## config.mk

```make
export PLATFORM = sky130hd
export DESIGN_NAME = xmoment_column_sequencer
export DESIGN_NICKNAME = d
export VERILOG_FILES = /design/src/rtl/xmoment_column_sequencer.sv
export SDC_FILE = /design/constraint.sdc
export NUM_CORES = 1
export LEC_CHECK = 0
export BUFFER_PORTS_ARGS = -buffer_cell sky130_fd_sc_hd__buf_2
export CAP_MARGIN = 20
export CORE_UTILIZATION = 65
export CTS_CLUSTER_DIAMETER = 120
export DETAILED_ROUTE_END_ITERATION = 10
export GPL_TIMING_DRIVEN = 0
export PLACE_DENSITY = 0.88
export SETUP_SLACK_MARGIN = 0.4
export SLEW_MARGIN = 40
export SYNTH_ARGS = -nofsm -noshare
export SYNTH_HDL_FRONTEND = slang
export SYNTH_SLANG_ARGS = --single-unit
```

## constraint.sdc

```tcl
create_clock -name clk -period 14.3 [get_ports clk]
set_input_delay 0.715 -clock clk [delete_from_list [all_inputs] [get_ports clk]]
set_output_delay 0.715 -clock clk [all_outputs]
set_load 0.005 [all_outputs]
```

## src/rtl/xmoment_column_sequencer.sv

```systemverilog
`default_nettype none
// ============================================================================
//  Module   : xmoment_column_sequencer
//  Brief    : Walks a WINDOW_SIZE_Y-row band of a row-major luma frame buffer
//             and emits it one column at a time into the x-moment datapath.
//             Arbitrates the shared read port via request/grant and reports
//             band completion or parameter rejection.
//  Revision : 1.0  initial release
// ============================================================================
module xmoment_column_sequencer #(
    parameter int LUMA_BITS     = 8,
    parameter int WINDOW_SIZE_X = 7,
    parameter int WINDOW_SIZE_Y = 5,
    parameter int MAX_WIDTH     = 1024,
    parameter int MAX_HEIGHT    = 1024,
    localparam int XW        = $clog2(MAX_WIDTH + 1),
    localparam int YW        = $clog2(MAX_HEIGHT + 1),
    localparam int ADDR_BITS = $clog2(MAX_WIDTH * MAX_HEIGHT)
) (
    input  logic                               clk,
    input  logic                               reset,
    input  logic                               in_start,
    input  logic [XW-1:0]                      in_width,
    input  logic [YW-1:0]                      in_height,
    input  logic [YW-1:0]                      in_row_top,
    output logic                               mem_rd_en,
    output logic [ADDR_BITS-1:0]               mem_addr,
    input  logic                               mem_rd_gnt,
    input  logic [LUMA_BITS-1:0]               mem_rd_data,
    output logic                               col_valid,
    output logic                               col_reset,
    output logic [LUMA_BITS*WINDOW_SIZE_Y-1:0] col_data,
    output logic [XW-1:0]                      col_x,
    output logic                               out_busy,
    output logic                               out_done,
    output logic                               out_error
);

    localparam int RW = (WINDOW_SIZE_Y > 1) ? $clog2(WINDOW_SIZE_Y) : 1;
    localparam int CW = LUMA_BITS * WINDOW_SIZE_Y;

    localparam logic [XW-1:0] c_min_width = XW'(WINDOW_SIZE_X);
    localparam logic [XW-1:0] c_max_width = XW'(MAX_WIDTH);
    localparam logic [YW:0]   c_rows      = (YW+1)'(WINDOW_SIZE_Y);
    localparam logic [RW-1:0] c_last_row  = RW'(WINDOW_SIZE_Y - 1);

    typedef enum logic [2:0] {
        S_IDLE  = 3'd0,
        S_CHECK = 3'd1,
        S_FETCH = 3'd2,
        S_WAIT  = 3'd3,
        S_EMIT  = 3'd4,
        S_DONE  = 3'd5
    } state_t;

    state_t                 r_state;
    logic [XW-1:0]          r_width;
    logic [YW-1:0]          r_height;
    logic [YW-1:0]          r_row_top;
    logic [XW-1:0]          r_x;
    logic [RW-1:0]          r_row;
    logic [ADDR_BITS-1:0]   r_addr;
    logic [ADDR_BITS-1:0]   r_col_base;
    logic                   r_rd_en;
    logic                   r_cap_valid;
    logic [RW-1:0]          r_cap_idx;
    logic [CW-1:0]          r_slots;
    logic [CW-1:0]          r_col_data;
    logic                   r_col_valid;
    logic                   r_col_reset;
    logic [XW-1:0]          r_col_x;
    logic                   r_busy;
    logic                   r_done;
    logic                   r_error;

    logic                   w_reject;
    logic                   w_last_col;
    logic [ADDR_BITS-1:0]   w_width_a;
    logic [ADDR_BITS-1:0]   w_origin;
    logic [CW-1:0]          w_slots_next;

    // Band parameter screening; the row sum is one bit wider so it cannot wrap
    assign w_reject   = (r_width < c_min_width) || (r_width > c_max_width) ||
                        (({1'b0, r_row_top} + c_rows) > {1'b0, r_height});
    assign w_last_col = (r_x == (r_width - XW'(1)));
    assign w_width_a  = ADDR_BITS'(r_width);
    // Band origin row_top*width, formed once per band; every later address
    // is reached by adding width (next row) or one (next column)
    assign w_origin   = ADDR_BITS'(r_row_top) * w_width_a;

    // Slot array with the pending read data merged in (data lags grant by one)
    always_comb begin
        w_slots_next = r_slots;
        if (r_cap_valid) begin
            w_slots_next[r_cap_idx*LUMA_BITS +: LUMA_BITS] = mem_rd_data;
        end
    end

    // Sequencer FSM with registered outputs; async reset aborts a band at once
    always_ff @(posedge clk or posedge reset) begin
        if (reset) begin
            r_state     <= S_IDLE;
            r_width     <= '0;
            r_height    <= '0;
            r_row_top   <= '0;
            r_x         <= '0;
            r_row       <= '0;
            r_addr      <= '0;
            r_col_base  <= '0;
            r_rd_en     <= 1'b0;
            r_cap_valid <= 1'b0;
            r_cap_idx   <= '0;
            r_slots     <= '0;
            r_col_data  <= '0;
            r_col_valid <= 1'b0;
            r_col_reset <= 1'b0;
            r_col_x     <= '0;
            r_busy      <= 1'b0;
            r_done      <= 1'b0;
            r_error     <= 1'b0;
        end else begin
            r_slots     <= w_slots_next;
            r_cap_valid <= 1'b0;
            r_col_valid <= 1'b0;
            r_col_reset <= 1'b0;
            r_done      <= 1'b0;
            r_error     <= 1'b0;
            case (r_state)
                S_IDLE: begin
                    if (in_start) begin
                        r_width   <= in_width;
                        r_height  <= in_height;
                        r_row_top <= in_row_top;
                        r_x       <= '0;
                        r_busy    <= 1'b1;
                        r_state   <= S_CHECK;
                    end
                end
                S_CHECK: begin
                    if (w_reject) begin
                        r_done  <= 1'b1;
                        r_error <= 1'b1;
                        r_state <= S_DONE;
                    end else begin
                        r_addr     <= w_origin;
                        r_col_base <= w_origin;
                        r_row      <= '0;
                        r_rd_en    <= 1'b1;
                        r_state    <= S_FETCH;
                    end
                end
                S_FETCH: begin
                    // Address and request stay put until the grant arrives
                    if (mem_rd_gnt) begin
                        r_cap_valid <= 1'b1;
                        r_cap_idx   <= r_row;
                        if (r_row == c_last_row) begin
                            r_rd_en <= 1'b0;
                            r_state <= S_WAIT;
                        end else begin
                            r_row  <= r_row + RW'(1);
                            r_addr <= r_addr + w_width_a;
                        end
                    end
                end
                S_WAIT: begin
                    // Last row lands this cycle; publish the whole column
                    r_col_data  <= w_slots_next;
                    r_col_valid <= 1'b1;
                    r_col_reset <= (r_x == '0);
                    r_col_x     <= r_x;
                    r_state     <= S_EMIT;
                end
                S_EMIT: begin
                    r_x <= r_x + XW'(1);
                    if (w_last_col) begin
                        r_done  <= 1'b1;
                        r_state <= S_DONE;
                    end else begin
                        r_col_base <= r_col_base + ADDR_BITS'(1);
                        r_addr     <= r_col_base + ADDR_BITS'(1);
                        r_row      <= '0;
                        r_rd_en    <= 1'b1;
                        r_state    <= S_FETCH;
                    end
                end
                S_DONE: begin
                    r_busy  <= 1'b0;
                    r_state <= S_IDLE;
                end
                default: begin
                    r_rd_en <= 1'b0;
                    r_busy  <= 1'b0;
                    r_state <= S_IDLE;
                end
            endcase
        end
    end

    assign mem_rd_en = r_rd_en;
    assign mem_addr  = r_addr;
    assign col_valid = r_col_valid;
    assign col_reset = r_col_reset;
    assign col_data  = r_col_data;
    assign col_x     = r_col_x;
    assign out_busy  = r_busy;
    assign out_done  = r_done;
    assign out_error = r_error;

endmodule
`default_nettype wire
```

==> flow_summary.toml <==
[drt]
drt_iter0_drc = 1188
finalWirelength_mm = 36.7
firstDrtPassIters = 6
drt-vias-per-instance = 6.15
vias = 11800
ant_nets = 0
wire_per_inst_um = 19.2
drc = 0

[critical_path]
end_kind = "flop"
start_kind = "flop"
reg2reg_setup_slack_ps = 7410
cp_max_fo = 10
critical_path_arrival_ps = 7280
critPathKind = "reg2reg"
cp.required_ps = 14680

[yosys]
ys_async_sr_fraction_pct = 100
yosysWarnings = 0
synth.top_cell.area_share_pct = 35.1
synth_common_cells = "nand2_1 (288), dfrtp_1 (191), inv_1 (134)"
seq_area_frac_synth_pct = 35.1
synth_edf_count = 0
synth_fp_nets = 1701
synth_top_area_cell = "dfrtp_1"
synth.distinct_cells = 70
synth_seq_cells = 191
synth_most_common_cell = "nand2_1"
syn_inst = 1493
syn_area_per_cell_um2 = 9.12
synthTopCellsByArea = "dfrtp_1 (35%), fa_1 (12%), nand2_1 (7.9%)"
ys.flop_type = "dfrtp_1"
syn_area_um2 = 13600

[sta]
slew_headroom_pct = 45.6
worst_pin_slew_ps = 816
skew_ps = 11.7
rsz0062_at_grt = "false"
fmax_ghz = 0.145
slew_violations = 0
setup_violations = 0
fin_setup_tns_ps = 0
fin_crit_ps = 6890
fin_crit_sh_pct = 48.2
hold_violations = 0

[clock_tree]
clk_latency_ps = 460
cts_buffer_depth = 2
cts_buffers = 17
cts_resized = 0
clock_tree.root_cell = "clkbuf_16"
cts_hold_buf = 0
cts_tree = "yes"
htreeDepth = 4
cts_setup_buffers = 0
cts_sinks = 191
cts.clk_slew.worst_paths_ps = 90

[global_routing]
grt_max_degree = 79
antenna_found_initial = 0
first_global_vias = 11900
grt_pass1_wl_mm = 59.9
grt-ovfl-total = 0
track_usage_pct = 35.5

[die]
io_pins = 122
initial_core_util_pct = 66.9
fp.dieH_um = 147
die-width_um = 147
core_um2 = 20400
rows = 52
die-area_um2 = 21500

[run_status]
status = "complete, no violations"

[layout]
n_antenna_cell = 0
syn2layout_area_growth_pct = 12.4
nets = 1843
nFillCells = 1353
drive_gt1_share_pct = 14.6
ff_latch_area_um2 = 4780
multiInputGateArea_um2 = 8050

[job]
maxCapViolCount = 0

[min_path]
min_path_type = "in2async"

[placement]
port_buffers = 121
routabilityCongestion = 0.926
dp_hpwl_mm = 26.9
worst max-delay path: stages, from the launching register on:
cell and delay [ps]:
dfrtp_1 420, clkbuf_1 500, clkbuf_1 460, nand2_1 150, fa_1 490, fa_1 530, fa_1 500, inv_1 60
fa_1 530, inv_1 60, fa_1 530, inv_1 40, ha_1 370, a21o_1 230, a211oi_1 380, a211oi_1 190
o31a_1 330, o41ai_1 460, mux2i_1 330, a311oi_1 70, o21ai_0 190
layer usage:
layer | share of wire (%) | GRT usage (%) | vias to the layer above | wire length [µm]
met5 | 0 | 0 | - | 0
met4 | 4.3 | 17.1 | 0 | 1580
met3 | 7.7 | 5.81 | 143 | 2830
met2 | 49 | 58.4 | 610 | 18000
met1 | 39 | 46.1 | 5783 | 14300
li1 | - | - | 5264 | -
cell type report:
class / count / share of cell area, %
clock buffers: 17 / 2.78
clock inverters: 15 / 1.55
flip-flops and latches: 191 / 31.2
inverters: 134 / 3.34
multi-input cells: 1093 / 52.6
repair buffers: 123 / 4.32
well taps: 270 / 2.21
plain buffers: 75 / 1.96
final timing paths:
kind                                   start           end  cells past startpoint
worst min register to register      col_x[2]      col_x[2]                      2
worst min-delay path                   reset  col_data[12]                      2
min in group clk                in_height[1]   r_height[1]                      3
worst max register to register    r_width[7]  mem_addr[18]                     20
worst max-delay path              r_width[7]  mem_addr[18]                     20
max in group asynchronous              reset   r_height[6]                      3
cell families (layout without fill, tap and decap cells):
| kind of cell | Yosys count | in the layout | synth area share, % |
|---|---|---|---|
| compound gates | 271 | 271 | 12.1 |
| simple gates | 530 | 530 | 18.1 |
| buf+inv | 209 | 364 | 5.90 |
| fa+ha+maj | 163 | 163 | 19.4 |
| xor+xnor | 64 | 64 | 4.12 |
| flops | 191 | 191 | 35.1 |
| mux | 65 | 65 | 5.34 |
registers in the layout, summed over array words and instances, names as in the netlist:
name         count
r_width         11
mem_rd_en        1
out_done         1
r_x             11
r_row            3
col_reset        1
r_height        11
r_row_top       11
col_data        40
col_valid        1
r_state          3
r_cap_valid      1
mem_addr        20
r_col_base      20
out_busy         1
r_cap_idx        3
col_x           11
r_slots         40
out_error        1
per-stage QoR:
step	cell area, µm²	hold slack, ps	util [%]	instances	setup slack (ps)
after detailed placement	14600	458	71.9	1886	7600
final	15300	278	75.2	1918	7410
after floorplan	13600	449	-	1493	8390
after global routing	15300	316	75.2	1918	7130
after CTS	15300	298	75.2	1918	7540
after global placement	14600	452	71.5	1884	6450
placed cells by master, fill, tap and decap left out, types with 8 or more instances in the layout:
master       n
xnor2_1     40
and2_1      71
nand2_1    288
nor2_1      55
nand3b_1    10
a21o_1      12
xor2_1      24
nor2b_1      8
nand3_1     27
a21oi_1     76
nor3_1      10
and3_1      10
nand2b_1    10
ha_1        83
o21ai_0     90
dfrtp_1    191
buf_2      129
mux2_2      61
nand4_1     10
nor4_1       8
clkbuf_16   17
a31oi_1     16
inv_1      133
fa_1        80
o22ai_1     13
clkbuf_1    62
Power is left out: the tool's default activity adds up to more than one toggle a clock period on the data nets, which glitch-free logic cannot reach.
